==> config.mk <==
export PLATFORM = sky130hd
export DESIGN_NAME = muxn_scan
export DESIGN_NICKNAME = d
export VERILOG_FILES = /design/src/rtl/muxn_scan.sv
export SDC_FILE = /design/constraint.sdc
export NUM_CORES = 1
export LEC_CHECK = 0
export BUFFER_PORTS_ARGS = -buffer_cell sky130_fd_sc_hd__buf_2
export CORE_ASPECT_RATIO = 0.9
export CORE_MARGIN = 5
export CORE_UTILIZATION = 23
export DETAILED_ROUTE_END_ITERATION = 12
export SLEW_MARGIN = 20
export SYNTH_ARGS = -nofsm -noshare
export SYNTH_HDL_FRONTEND = slang
export SYNTH_SLANG_ARGS = --single-unit
export TNS_END_PERCENT = 1
==> constraint.sdc <==
create_clock -name clk -period 4.5 [get_ports clk]
set_input_delay 0.225 -clock clk [delete_from_list [all_inputs] [get_ports clk]]
set_output_delay 0.225 -clock clk [all_outputs]
set_load 0.05 [all_outputs]
==> src/rtl/muxn_scan.sv <==
// rtl/muxn_scan.sv - registered N-channel multiplexer with manual select and auto-scan
//
// Purpose:
//   Picks one WIDTH-bit channel out of NUM_CH and registers it for a single
//   downstream consumer. Two modes of operation:
//     manual (mode=0)    : the channel is chosen by sel.
//     auto-scan (mode=1) : an internal channel counter walks the channels,
//                          spending DWELL cycles on each one.
//
// Optional feature (macro MUXN_SCAN_MASK_EN):
//   Adds the ch_mask input. Masked channels are skipped during the scan and
//   are reported as not valid in manual mode. When the macro is not defined,
//   the port does not exist and every channel is enabled.
//
// Ports:
//   clk      in   rising-edge clock
//   rst_n    in   asynchronous active-low reset
//   in_bus   in   NUM_CH*WIDTH bits; channel k is in_bus[k*WIDTH +: WIDTH]
//   sel      in   SEL_W-bit manual channel select
//   mode     in   0 = manual, 1 = auto-scan
//   hold     in   auto-scan only: freezes the dwell and channel counters
//   ch_mask  in   NUM_CH bits, bit k enables channel k (only with the macro)
//   out      out  registered data of the selected channel
//   out_ch   out  index of the channel that out was taken from
//   out_vld  out  out/out_ch describe a legal, enabled channel
//   wrap     out  one-cycle pulse when the scan passes channel NUM_CH-1

module muxn_scan #(
    parameter int NUM_CH = 4,
    parameter int WIDTH  = 1,
    parameter int DWELL  = 4,
    localparam int SEL_W = (NUM_CH > 1) ? $clog2(NUM_CH) : 1
) (
    input  logic                    clk,
    input  logic                    rst_n,
    input  logic [NUM_CH*WIDTH-1:0] in_bus,
    input  logic [SEL_W-1:0]        sel,
    input  logic                    mode,
    input  logic                    hold,
`ifdef MUXN_SCAN_MASK_EN
    input  logic [NUM_CH-1:0]       ch_mask,
`endif
    output logic [WIDTH-1:0]        out,
    output logic [SEL_W-1:0]        out_ch,
    output logic                    out_vld,
    output logic                    wrap
);

    // One extra bit so the dwell counter can never overflow before its limit.
    localparam int DW_W = $clog2(DWELL) + 1;

    typedef enum logic {
        S_MAN  = 1'b0,
        S_SCAN = 1'b1
    } state_t;

    state_t             state_q;
    state_t             state_d;
    logic [SEL_W-1:0]   ch_q;
    logic [SEL_W-1:0]   ch_d;
    logic [DW_W-1:0]    dwell_q;
    logic [DW_W-1:0]    dwell_d;
    logic [WIDTH-1:0]   out_q;
    logic [WIDTH-1:0]   out_d;
    logic [SEL_W-1:0]   out_ch_q;
    logic [SEL_W-1:0]   out_ch_d;
    logic               out_vld_q;
    logic               out_vld_d;
    logic               wrap_q;
    logic               wrap_d;

    // Channel enables; all ones unless the mask feature is built in.
    logic [NUM_CH-1:0]  en_mask;

`ifdef MUXN_SCAN_MASK_EN
    assign en_mask = ch_mask;
`else
    assign en_mask = '1;
`endif

    // ------------------------------------------------------------------
    // Channel search helpers
    // ------------------------------------------------------------------

    // Lowest enabled channel: the starting point when a scan begins.
    logic [SEL_W-1:0]   first_ch;
    logic               any_en;

    always_comb begin
        first_ch = '0;
        any_en   = 1'b0;
        for (int k = NUM_CH - 1; k >= 0; k--) begin
            if (en_mask[k]) begin
                first_ch = SEL_W'(k);
                any_en   = 1'b1;
            end
        end
    end

    // Next enabled channel after ch_q, searched circularly. The search runs
    // up to NUM_CH steps so a single enabled channel finds itself again;
    // stepping past index NUM_CH-1 on the way is what raises wrap.
    logic [SEL_W-1:0]   next_ch;
    logic               next_wrap;
    logic               next_found;

    always_comb begin
        next_ch    = ch_q;
        next_wrap  = 1'b0;
        next_found = 1'b0;
        for (int i = 1; i <= NUM_CH; i++) begin
            if (!next_found && en_mask[(int'(ch_q) + i) % NUM_CH]) begin
                next_found = 1'b1;
                next_ch    = SEL_W'((int'(ch_q) + i) % NUM_CH);
                next_wrap  = (int'(ch_q) + i >= NUM_CH);
            end
        end
    end

    // ------------------------------------------------------------------
    // FSM: state register
    // ------------------------------------------------------------------
    always_ff @(posedge clk or negedge rst_n) begin
        if (!rst_n) begin
            state_q <= S_MAN;
        end else begin
            state_q <= state_d;
        end
    end

    // ------------------------------------------------------------------
    // FSM: next state simply follows mode every clock
    // ------------------------------------------------------------------
    always_comb begin
        state_d = mode ? S_SCAN : S_MAN;
    end

    // ------------------------------------------------------------------
    // FSM: outputs and counters
    //
    // The selection rule is that of state_d, so the cycle on which the mode
    // changes already behaves like the new state. The registered outputs
    // report ch_d (the channel after this edge's advance), which lines wrap
    // up with the first cycle that shows the restarted channel.
    // ------------------------------------------------------------------
    always_comb begin
        ch_d      = ch_q;
        dwell_d   = dwell_q;
        out_d     = '0;
        out_ch_d  = '0;
        out_vld_d = 1'b0;
        wrap_d    = 1'b0;

        if (state_d == S_MAN) begin
            ch_d     = '0;
            dwell_d  = '0;
            out_ch_d = sel;
            // sel can exceed NUM_CH-1 when NUM_CH is not a power of two.
            if (int'(sel) < NUM_CH) begin
                if (en_mask[sel]) begin
                    out_d     = in_bus[int'(sel)*WIDTH +: WIDTH];
                    out_vld_d = 1'b1;
                end
            end
        end else begin
            if (state_q == S_MAN) begin
                // Scan entry: start at the first enabled channel, fresh dwell.
                ch_d    = first_ch;
                dwell_d = '0;
            end else if (!hold && any_en) begin
                if (dwell_q == DW_W'(DWELL - 1)) begin
                    dwell_d = '0;
                    ch_d    = next_ch;
                    wrap_d  = next_wrap;
                end else begin
                    dwell_d = dwell_q + DW_W'(1);
                end
            end

            // Data is live: it follows in_bus even while the counters hold.
            out_ch_d = ch_d;
            if (any_en && en_mask[ch_d]) begin
                out_d     = in_bus[int'(ch_d)*WIDTH +: WIDTH];
                out_vld_d = 1'b1;
            end
        end
    end

    always_ff @(posedge clk or negedge rst_n) begin
        if (!rst_n) begin
            ch_q      <= '0;
            dwell_q   <= '0;
            out_q     <= '0;
            out_ch_q  <= '0;
            out_vld_q <= 1'b0;
            wrap_q    <= 1'b0;
        end else begin
            ch_q      <= ch_d;
            dwell_q   <= dwell_d;
            out_q     <= out_d;
            out_ch_q  <= out_ch_d;
            out_vld_q <= out_vld_d;
            wrap_q    <= wrap_d;
        end
    end

    assign out     = out_q;
    assign out_ch  = out_ch_q;
    assign out_vld = out_vld_q;
    assign wrap    = wrap_q;

endmodule

# Word level (Yosys, flattened, before mapping)
# Cells that the tools add are included.
[word_totals] register_bits=11 latch_bits=0 mem_bits_rw=0 rom_bits=0 inputBits=10 output_inout_bits=5 elab_cells=88 memories=0
[classes] addsub=5 n_mul=0 n_div=0 order_cmp=10 n_eq_ne=2 shift=2 n_mux=48 bitwise_logic=4 reduce_logical=10
[ops] op="2-to-1 mux 1 bit" n=28
[ops] op="2-to-1 mux 2 bit" n=10
[ops] op="less-than comparator 3 x 4 -> 1 bit, second input constant" n=4
[ops] op="binary-select mux 1 bit (select 2 bit)" n=6
[ops] op="2-to-1 mux 3 bit" n=4
[ops] op="greater-or-equal comparator 3 bit, second input constant" n=3
[ops] op="OR reduction 2 bit" n=4
[ops] op="variable part select 4 x 3 -> 1 bit" n=2
[ops] op="adder 2 x 2 -> 3 bit, second input constant" n=2
[ops] op="less-than comparator 2 x 3 -> 1 bit, second input constant" n=2
[ops] op="adder 2 x 3 -> 4 bit, second input constant" n=1
[ops] op="bitwise AND 1 bit, first input constant" n=4
[ops] op="greater-or-equal comparator 4 x 3 -> 1 bit, second input constant" n=1
[ops] op="adder 2 x 1 -> 3 bit, second input constant" n=1
[ops] op="adder 3 x 1 -> 3 bit, second input constant" n=1
[ops] op="== test 3 x 2 -> 1 bit, second input constant" n=1
[ops] op="logical AND 1 bit" n=3
[ops] op="zero test 1 bit" n=3
[ops] op="inequality test 3 bit, second input constant" n=1

# Longest topological paths before layout
# Gate-level depths: netlist of run 1.
[logic_depth] word_depth=24 ltp_mapped=5 depth_no_buf=5

# Worst setup path before layout of run 1
# Ideal clock, no wire load.
[synth_timing] path_type="flip-flop to flip-flop" from="register dwell_q[0]" to="register out_q (netlist: out)" setup_ns=0.086 arrival_time_ns=1.362 setup_slack_ns=3.053 stages_incl_launch_ff=6 path_buffers=0 cell_sequence="dfrtp_1 ha_1 nor3b_4 mux2i_2 o21ai_0 a32oi_1"
[synth_between] elab_chain_cells=9 elab_cells_between_ends=10 classes_between="eq/ne: 1; shift: 1; mux: 8"
[synth_lines] item="start, declared" line_no="61" source="logic [DW_W-1:0] dwell_q;"
[synth_lines] item="start signal, assigned" line_no="199" source="dwell_q <= dwell_d;"
[synth_lines] item="== test 3 x 2 -> 1 bit (*)" line_no="171" source="if (dwell_q == DW_W'(DWELL - 1)) begin"
[synth_lines] item="2-to-1 mux 2 bit (*)" line_no="171"
[synth_lines] item="2-to-1 mux 2 bit (*)" line_no="170" source="end else if (!hold && any_en) begin"
[synth_lines] item="2-to-1 mux 2 bit (*)" line_no="166" source="if (state_q == S_MAN) begin"
[synth_lines] item="2-to-1 mux 2 bit (*)" line_no="154" source="if (state_d == S_MAN) begin"
[synth_lines] item="binary-select mux 1 bit (select 2 bit)" line_no="182" source="if (any_en && en_mask[ch_d]) begin"
[synth_lines] item="2-to-1 mux 1 bit (not written as such)" line_no="182"
[synth_lines] item="2-to-1 mux 1 bit (*)" line_no="182"
[synth_lines] item="2-to-1 mux 1 bit (*)" line_no="154"
[synth_lines] item="via out_d" line_no="64" source="logic [WIDTH-1:0] out_d;"
[synth_lines] item="end signal, assigned" line_no="200" source="out_q <= out_d;"
[synth_lines] item="end, declared" line_no="63" source="logic [WIDTH-1:0] out_q;"
# Mark *: on every way through the listed nets, which the timed path passes. The rest lies on a longest branch. The select of a mux whose other input is x is not followed.
# A chain may end at the register's enable or synchronous reset.

# Worst setup path after layout of run 1
# Same ends and word-level chain as after synthesis.

==> results.md, run 1 <==
- Status: finished, final reports clean
- Worst path max stage delay: 0.37 ns
- MaxCap Viol Count: 0
- Total global-route track usage: 7.75%
- Iteration-0 DRC Markers: 7
- Gpl congestion: 0.650
- Net Sw Power: 0.0530 mW
- Final Net Count: 76
- TritonCTS clock tree: yes
- Antenna violations before repair: 0
- Wire per inst: 11.1 µm
- Detailed placement HPWL: 766 µm
- Num rows: 16
- Bufs and invs on worst path: 0
- Slowest CP cell: dfrtp_1
- H-tree depth: 1
- Largest net degree at the start of global routing: 12
- Vias in the first global route: 430
- Resized cells post-CTS: 0
- IO Count: 15
- Final hold vios: 0
- Antenna-violating nets left: 0
- VDD IR max: 0.0928 mV
- Port Buf Inserts: 14
- Post-synth top area cell: dfrtp_1
- Cells after Synth: 45
- Routed WL: 1.00 mm
- Crit path cell chain: ha_1 > nor3b_4 > mux2i_2 > o21ai_0 > a32oi_1
- Clk sinks: 11
- Tmin final: 1.60 ns
- Crit. End Element: flip-flop
- Reg-to-reg endpoint: out
- DRC errors left: 0
- DIE WIDTH: 60.1 µm
- Yosys reg bits: 11
- Die height: 55.1 µm
- Setup tns final: 0 ns
- First-pass GRT wire length: 1.77 mm
- Register-to-Register Path Depth: 5
- WS Path Type: reg2reg
- Fin crit share: 35.6%
- Layout cell share with drive strength beyond 1: 33.3%
- Proportion of power drawn by flip-flops and latches: 52.2%
- CP startpoint kind: flip-flop
- Critical path's top delay family: flip-flops
- Worst hold start: mode
- Mean Syn Cell Area: 11.5 µm²
- Total grt overflow: 0
- RSZ-0062 raised after global routing: false
- Die area: 0.00331 mm²
- TritonCTS buffer count: 3
- Vias: 385
- Area Growth Syn to Fin: 26.0%
- Worst Clk Skew: 0.00192 ns
- CP max FO: 6
- Hold worst-path end: state_q
- FF-to-FF Start: dwell_q[0]
- Leakage Power: 0.326 nW
- DRT Pass-1 Iters: 2
- Post-Syn Nets: 57
- Worst-path clk slew: 0.07 ns
- Syn. warnings: 0
- Synth area leaders: dfrtp_1 (53%), ha_1 (4.8%), mux2i_1 (3.9%)
- CP required: 4.69 ns
- Sw frac: 26.7%
- Min-Delay Path Depth: 1
- Pins Over Slew Limit: 0
- Top-area cell type share of the netlist area: 53.0%
- Cell Pwr Density: 303 mW/mm²
- Vias per Instance: 4.28
- Int Power: 0.145 mW
- Reg2Reg Setup Slack: 2.90 ns
- Arr. time, crit path: 1.79 ns
- Clk buf depth: 2
- Root buf cell: clkbuf_4
- # setup viols final: 0
- Combinational power share: 13.7%
- Setup bufs post-CTS: 0
- HP Class: in2reg
- Post-synthesis cell type count: 22
- Clk pwr share: 34.1%
- Seq/Total Area, Yosys: 53.0%
- Leading cell type in the layout, fill and taps excluded: buf_2
- Initial cell density of the core: 24.0%
- Most frequent cells in the layout: buf_2 (14), dfrtp_1 (11), nor2_1 (4)
- Diode count: 0
- Fmax achieved: 624 MHz
- Core area: 0.00216 mm²
- Total power: 0.198 mW
- # fillers: 239
- Synthesized cell area: 519 µm²
- Clock latency on the worst-skew pair: 0.27 ns
[power groups by stage]
stage	registers [mW]	logic [mW]	clock network (mW)
after floorplan	0.114	0.00792	0
after global placement	0.105	0.0263	0
after detailed placement	0.105	0.0270	0
after CTS	0.104	0.0277	0.0720
after global routing	0.104	0.0298	0.0784
final	0.104	0.0271	0.0676
[repair_timing]
item                       4_1_cts  5_1_grt
hold endpoints to repair        11        0
hold buffers                     1        0
setup endpoints to repair        0        0
[state kept, by name (all words and copies together), names as in the netlist]
| signal | flops |
|---|---|
| dwell_q | 3 |
| ch_q | 2 |
| out_ch | 2 |
| out | 1 |
| out_vld | 1 |
| state_q | 1 |
| wrap | 1 |
[routing by layer]
| layer | share of wire, % | GRT usage [%] |
|---|---|---|
| met1 | 43 | 8.01 |
| met2 | 49 | 12.6 |
| met3 | 6.1 | 3.48 |
| met4 | 1.9 | 5.54 |
| met5 | 0 | 0 |
[worst register-to-register path, cell delays in order, from the launching register on]
cell,delay (ns)
dfrtp_1,0.37
ha_1,0.18
nor3b_4,0.26
mux2i_2,0.36
o21ai_0,0.14
a32oi_1,0.21
[final cells by class]
type | instances | area, µm² | share of cell area (%)
multi-input cells | 31 | 231 | 35.4
inverters | 2 | 7.51 | 1.15
well taps | 27 | 33.8 | 5.16
clock buffers | 4 | 26.3 | 4.02
repair buffers | 15 | 80.1 | 12.2
flip-flops and latches | 11 | 275 | 42.1
[cells by family after synthesis]
kind of cell             after synthesis  share of synthesized area (%)
AND/OR/NAND/NOR                       19                           25.3
multiplexers                           3                           6.51
other                                  1                          0.722
buffers and inverters                  3                           2.41
adder cells (fa/ha/maj)                2                           4.82
flip-flops                            11                           53.0
AO/OA/AOI/OAI                          6                           7.23
[stage by stage]
| stage | setup slack (ns) | std cells | hold WS (ns) | utilization, % | cell area, µm² |
|---|---|---|---|---|---|
| after CTS | 2.89 | 90 | 0.159 | 30.3 | 654 |
| after floorplan | 3.05 | 45 | -0.0706 | - | 519 |
| after detailed placement | 2.88 | 85 | 0.110 | 28.6 | 618 |
| final | 2.90 | 90 | 0.170 | 30.3 | 654 |
| after global placement | 2.98 | 85 | 0.105 | 28.6 | 618 |
| after global routing | 2.75 | 90 | 0.152 | 30.3 | 654 |
[worst max path at each step]
stage | startpoint | end | slack [ns] | cells past startpoint
floorplan | dwell_q[0] | out | 3.05 | 5
global placement | dwell_q[0] | out | 2.98 | 5
detailed placement | dwell_q[0] | out | 2.88 | 5
CTS | dwell_q[0] | out | 2.89 | 5
global route | dwell_q[0] | out | 2.75 | 5
finish | dwell_q[0] | out | 2.90 | 5
[synth_stat cells (all sizes together)]
master and n:
dfrtp 11, nor2 4, mux2i 3, nand3 3, nor2b 3, o21ai 3, ha 2, inv 2
nand2 2, nand3b 2, a21oi 1, a32oi 1, and4 1, clkbuf 1, conb 1, nand2b 1
nor3 1, nor3b 1, o22a 1, or2b 1
(Power assumes the default switching activity.)
==> run 2, diff against run 1 <==
--- a/config.mk
+++ b/config.mk
@@ -5,6 +5,7 @@
 export SDC_FILE = /design/constraint.sdc
 export NUM_CORES = 1
 export LEC_CHECK = 0
+export ABC_AREA = 1
 export BUFFER_PORTS_ARGS = -buffer_cell sky130_fd_sc_hd__buf_2
 export CORE_ASPECT_RATIO = 0.9
 export CORE_MARGIN = 5
==> constraint.sdc (replaced) <==
create_clock -name clk -period 1.37 [get_ports clk]
set_input_delay 0.0685 -clock clk [delete_from_list [all_inputs] [get_ports clk]]
set_output_delay 0.0685 -clock clk [all_outputs]
set_load 0.05 [all_outputs]
==> results.md, run 2 <==
- Num rows: 16 (unchanged)
- TritonCTS clock tree: yes
- Tmin final: 1.24 ns (-0.359 ns)
- Gpl congestion: 0.759 (+17%)
- DRC errors left: 0 (unchanged)
- Diode count: 0 (unchanged)
- Total grt overflow: 0 (unchanged)
- EDFF count, synth: 0 (unchanged)
- Worst path max stage delay: 0.42 ns (+0.05 ns)
- HP Class: in2reg
- Iteration-0 DRC Markers: 0 (-7)
- Wire per inst: 9.05 µm (-19%)
- Most frequent cells in the layout: buf_2 (14), inv_1 (11), dfrtp_1 (11), nand2_1 (10), nand3_1 (4)
- Crit path cell chain: ha_4 > nand3_2 > nand2_2 > nand3_2 > nand2_2 > nand2_1 > nand3_1 > nand2_1
- Root buf cell: clkbuf_4
- TritonCTS buffer count: 3 (unchanged)
- Total global-route track usage: 6.79% (-0.96 points)
- Initial cell density of the core: 23.8% (-0.17 points)
- Final hold vios: 0 (unchanged)
- Layout cell share with drive strength beyond 1: 38.2% (+4.8 points)
- Global routing met2 resource utilization: 10.1% (-2.5 points)
- IO Count: 15 (unchanged)
- CP max FO: 5 (-1)
- Fin crit share: 90.8% (+55 points)
- Post-synth top area cell: dfrtp_1
- Worst-path clk slew: 0.07 ns (about the same)
- Vias: 416 (+8.1%)
- Slowest CP cell: dfrtp_1
- Final hold slack: 0.0384 ns (-0.131 ns)
- MaxCap Viol Count: 0 (unchanged)
- Post-synthesis cell type count: 14 (-36%)
- Primary FF master, synth: dfrtp_1
- Max reg flops: 3 (unchanged)
- Pins Over Slew Limit: 0 (unchanged)
- Vias per Instance: 4.04 (-5.6%)
- Final Net Count: 89 (+17%)
- CP required: 1.54 ns (-3.15 ns)
- Largest net degree at the start of global routing: 12 (unchanged)
- Vias in the first global route: 372 (-13%)
- H-tree depth: 1 (unchanged)
- Busiest layer in global routing: met2
- Syn. warnings: 0 (unchanged)
- Clk buf depth: 2 (unchanged)
- Total power: 0.649 mW (+230%)
- Seq/Total Area, Yosys: 53.4% (+0.39 points)
- Core area: 0.00216 mm² (unchanged)
- Dpl cells: 97 (+14%)
- Detailed placement HPWL: 750 µm (-2.1%)
- Port Buf Inserts: 14 (unchanged)
- Area Growth Syn to Fin: 31.8%
- Antenna-violating nets left: 0 (unchanged)
- Antenna violations before repair: 0 (unchanged)
- Yosys reg bits: 11 (unchanged)
- Status: finished, final reports clean
- Setup bufs post-CTS: 0 (unchanged)
- Clk sinks: 11 (unchanged)
- Met1 global-route usage: 7.66% (-0.35 points)
- WS Path Type: reg2reg
- Top-area cell type share of the netlist area: 53.4% (+0.39 points)
- Synthesized cell area: 515 µm² (-0.72%)
- Worst Clk Skew: 0.00658 ns (+0.00466 ns)
- Clock latency on the worst-skew pair: 0.27 ns (about the same)
- Synth area leaders: dfrtp_1 (53%), inv_1 (8.0%), nand2_1 (7.3%)
- Largest Register: dwell_q
- Fin cells: 103 (+14%)
- Arr. time, crit path: 1.41 ns (-0.38 ns)
- VDD IR max: 0.466 mV (+400%)
- Cell Pwr Density: 956 mW/mm² (+220%)
- DRT Pass-1 Iters: 1 (-1)
- M3 GR Usage: 4.87% (+1.4 points)
- First-pass GRT wire length: 1.54 mm (-13%)
- Leakage Power: 0.374 nW (+15%)
- Cells after Synth: 56 (+24%)
- Final core utilization: 31.4% (+1.2 points)
- # setup viols final: 0 (unchanged)
- CP startpoint kind: flip-flop
- Final Cell Area: 679 µm² (+3.8%)
- Leading cell type in the layout, fill and taps excluded: buf_2
- Post-synth top cells: dfrtp_1 (11), inv_1 (11), nand2_1 (10)
- Routed WL: 932 µm (-7.1%)
- Mean Syn Cell Area: 9.21 µm² (-20%)
- Die height: 54.9 µm (-0.29%)
- Post-synth ARST share: 100% (unchanged)
- Fmax achieved: 804 MHz (+29%)
- Crit. End Element: flip-flop
- Post-Syn Nets: 68 (+19%)
- Placed inst area: 619 µm² (+0.20%)
- DIE WIDTH: 59.9 µm (-0.30%)
- Die area: 0.00329 mm² (-0.59%)
==> run 2: changes by cell type in the layout (fill, tap and decap cells not counted), sizes merged, moves of 2 or more <==
cell,previous run,this run
inv,2,14
nand3,3,7
nand3b,2,0
nand4,0,2
nand2,2,14
mux2i,3,0
nor2b,3,0
a211oi,0,2
o21ai,3,0
nor2,4,1
==> run 2: cell type report <==
| class | instances | area (µm²) |
|---|---|---|
| multi-input cells | 31 | 200 |
| clock inverters | 1 | 5.00 |
| fillers | 243 | 1480 |
| clock buffers | 3 | 22.5 |
| repair buffers | 16 | 90.1 |
| inverters | 14 | 52.6 |
| well taps | 27 | 33.8 |
| flip-flops and latches | 11 | 275 |
==> run 2: path summary, 6_finish.rpt <==
| path | from | endpoint | slack (ns) | cells after the start |
|---|---|---|---|---|
| setup / recovery | dwell_q[0] | out | 0.13 | 8 |
| hold / removal | sel[1] | out_ch[1] | 0.04 | 3 |
| setup reg to reg | dwell_q[0] | out | 0.13 | 8 |
| hold reg to reg | dwell_q[0] | dwell_q[0] | 0.55 | 1 |
| max in group asynchronous | rst_n | ch_q[0] | 0.97 | 2 |
| min in group asynchronous | rst_n | dwell_q[1] | 0.19 | 2 |
==> run 2: what timing repair did <==
| item | CTS | global route |
|---|---|---|
| resized for setup | 0 | 2 |
| endpoints found under the setup margin | 0 | 1 |
| hold endpoints to repair | 12 | 0 |
| hold buffers | 2 | 0 |
==> run 2: per-layer routing <==
metal	part of all wire, %	vias up	routed length (µm)
li1	-	214	-
met5	0	-	0
met4	0	0	0
met1	43	186	403
met2	46	16	428
met3	11	0	100
==> run 2: critical path, delay by kind of cell (launching register included) <==
kind                       cells  cell delay, ns
and+or+nand+nor                7            0.55
DFF                            1            0.42
adders and majority gates      1            0.18
==> run 2: logic make-up after synthesis <==
family	Yosys count	synth area share [%]
DFF	11	53.4
AOI/OAI and AO/OA	4	4.85
adders and majority gates	2	4.85
other	1	0.727
buffers and inverters	14	10.2
and+or+nand+nor	24	26.0
==> run 2: through the flow <==
| stage | TNS [ns] | worst slack [ns] |
|---|---|---|
| 6_report | 0 | 0.126 |
| 5_1_grt | -0.00446 | -0.00446 |
| 4_1_cts | 0 | 0.0717 |
| 3_5_place_dp | 0 | 0.0919 |
| 3_3_place_gp | 0 | 0.122 |
| 2_1_floorplan | 0 | 0.198 |
==> run 2: power by group <==
group | internal (mW) | leakage, nW | switching, mW
clock network | 0.108 | 0.0177 | 0.110
registers | 0.335 | 0.144 | 0.00461
logic | 0.0295 | 0.212 | 0.0618
total | 0.473 | 0.374 | 0.177
==> run 3, diff against run 2 <==
--- a/config.mk
+++ b/config.mk
@@ -11,6 +11,7 @@
 export CORE_MARGIN = 5
 export CORE_UTILIZATION = 23
 export DETAILED_ROUTE_END_ITERATION = 12
+export RECOVER_POWER = 50
 export SLEW_MARGIN = 20
 export SYNTH_ARGS = -nofsm -noshare
 export SYNTH_HDL_FRONTEND = slang
==> results.md, run 3 (synthesis results as in run 2) <==
- Status: finished, final reports clean
- Clk sinks: 11 (unchanged)
- VDD IR max: 0.466 mV (about the same)
- Fmax achieved: 804 MHz (about the same)
- Leading cell type in the layout, fill and taps excluded: buf_2
- Worst-path clk slew: 0.07 ns (about the same)
- Leakage Power: 0.369 nW (-1.5%)
- Final hold vios: 0 (unchanged)
- Crit. Startpoint: dwell_q[0]
- Antenna-violating nets left: 0 (unchanged)
- Final Cell Area: 677 µm² (-0.37%)
- Tmin final: 1.24 ns (+0.00000300 ns)
- WS Path Type: reg2reg
- Largest net degree at the start of global routing: 12 (unchanged)
- IO Count: 15 (unchanged)
- Worst rel slew slack: 60.8%
- Iteration-0 DRC Markers: 0 (unchanged)
- DIE WIDTH: 59.9 µm (unchanged)
- Reg2Reg Setup Slack: 0.13 ns (about the same)
- Arr. time, crit path: 1.41 ns (about the same)
- Cell Pwr Density: 958 mW/mm² (+0.24%)
- Register-to-Register Path Depth: 8 (unchanged)
- Area Growth Syn to Fin: 31.3%
- Core area: 0.00216 mm² (unchanged)
- HP Class: in2reg
- Vias per Instance: 4.03 (-0.24%)
- Reg-to-reg endpoint: out
- Clk buf depth: 2 (unchanged)
- Root buf cell: clkbuf_4
- Layout cell share with drive strength beyond 1: 35.5% (-2.6 points)
- DRC errors left: 0 (unchanged)
- Fin crit share: 90.8% (about the same)
- CP endpoint: out
- Max reg flops: 3 (unchanged)
- Pins Over Slew Limit: 0 (unchanged)
- CP max FO: 5 (unchanged)
- Final hold slack: 0.0384 ns (-0.0000155 ns)
- Diode count: 0 (unchanged)
- Total grt overflow: 0 (unchanged)
- Min-Delay Path Depth: 3 (unchanged)
- Initial cell density of the core: 23.8% (unchanged)
- Vias in the first global route: 372 (unchanged)
- H-tree depth: 1 (unchanged)
- First-pass GRT wire length: 1.54 mm (unchanged)
- TritonCTS buffer count: 3 (unchanged)
- MaxCap Viol Count: 0 (unchanged)
- Final Net Count: 89 (unchanged)
- Wire per inst: 9.00 µm (-0.54%)
- Num rows: 16 (unchanged)
- Total power: 0.649 mW (-0.13%)
- Gpl congestion: 0.759 (unchanged)
- Vias: 415 (-0.24%)
- Most frequent cells in the layout: buf_2 (12), inv_1 (11), dfrtp_1 (11), nand2_1 (10), nand3_1 (4)
- FF-to-FF Start: dwell_q[0]
- Clock latency on the worst-skew pair: 0.27 ns (about the same)
- Largest Register: dwell_q
- Port Buf Inserts: 14 (unchanged)
- Worst Clk Skew: 0.00660 ns (+0.0000131 ns)
- CP required: 1.54 ns (about the same)
- Die area: 0.00329 mm² (unchanged)
- DRT Pass-1 Iters: 1 (unchanged)
- Total global-route track usage: 6.79% (unchanged)
- Routed WL: 927 µm (-0.54%)
- Crit. End Element: flip-flop
- CP startpoint kind: flip-flop
- Antenna violations before repair: 0 (unchanged)
- TritonCTS clock tree: yes
- # setup viols final: 0 (unchanged)
- Placed inst area: 619 µm² (unchanged)
- Worst Max-Slew Pin Slew: 0.588 ns
- Detailed placement HPWL: 750 µm (unchanged)
- Die height: 54.9 µm (unchanged)
run 3: critical path, stage by stage, from the launching register on:
cell     delay, ns
dfrtp_1       0.42
ha_4          0.18
nand3_2       0.10
nand2_2       0.08
nand3_2       0.11
nand2_2       0.10
nand2_1       0.05
nand3_1       0.06
nand2_1       0.05
run 3: repair_timing:
action | 4_1_cts | 5_1_grt
hold buffers | 2 | 0
hold endpoints to repair | 12 | 0
resized for setup | 0 | 2
buffers inserted | 0 | 0
endpoints found under the setup margin | 0 | 1
run 3: power breakdown:
part | total, mW | leakage [nW] | switching [mW] | internal [mW]
Clock | 0.218 | 0.0177 | 0.110 | 0.108
Sequential | 0.340 | 0.144 | 0.00461 | 0.335
Combinational | 0.0905 | 0.207 | 0.0618 | 0.0286
run 3: worst min path at each step:
stage	from	endpoint	slack, ns
2_1_floorplan	rst_n	ch_q[0]	-0.23
3_3_place_gp	rst_n	wrap	-0.05
3_5_place_dp	rst_n	wrap	-0.05
4_1_cts	sel[1]	out_ch[1]	0.02
5_1_grt	sel[1]	out_ch[1]	0.02
6_report	sel[1]	out_ch[1]	0.04
run 3: area by class of cell:
class / count / area (µm²)
timing repair buffer: 16 / 87.6
multi-input combinational: 31 / 200
sequential: 11 / 275
clock inverter: 1 / 5.00
tap: 27 / 33.8
clock buffer: 3 / 22.5
fill: 243 / 1490
inverter: 14 / 52.6
run 3: layer usage:
layer | GRT usage, % | vias up | routed length, µm
met5 | 0 | - | 0
met4 | 2.21 | 0 | 0
met3 | 4.87 | 0 | 100
met2 | 10.1 | 16 | 426
met1 | 7.66 | 185 | 400
li1 | - | 214 | -
run 3: through the flow:
stage | std cells | TNS [ns] | setup WS, ns | util (%)
after floorplan | 56 | 0 | 0.198 | -
after global placement | 97 | 0 | 0.122 | 28.6
after detailed placement | 97 | 0 | 0.0919 | 28.6
after CTS | 103 | 0 | 0.0717 | 30.8
after global routing | 103 | -0.00446 | -0.00446 | 31.3
final | 103 | 0 | 0.126 | 31.3
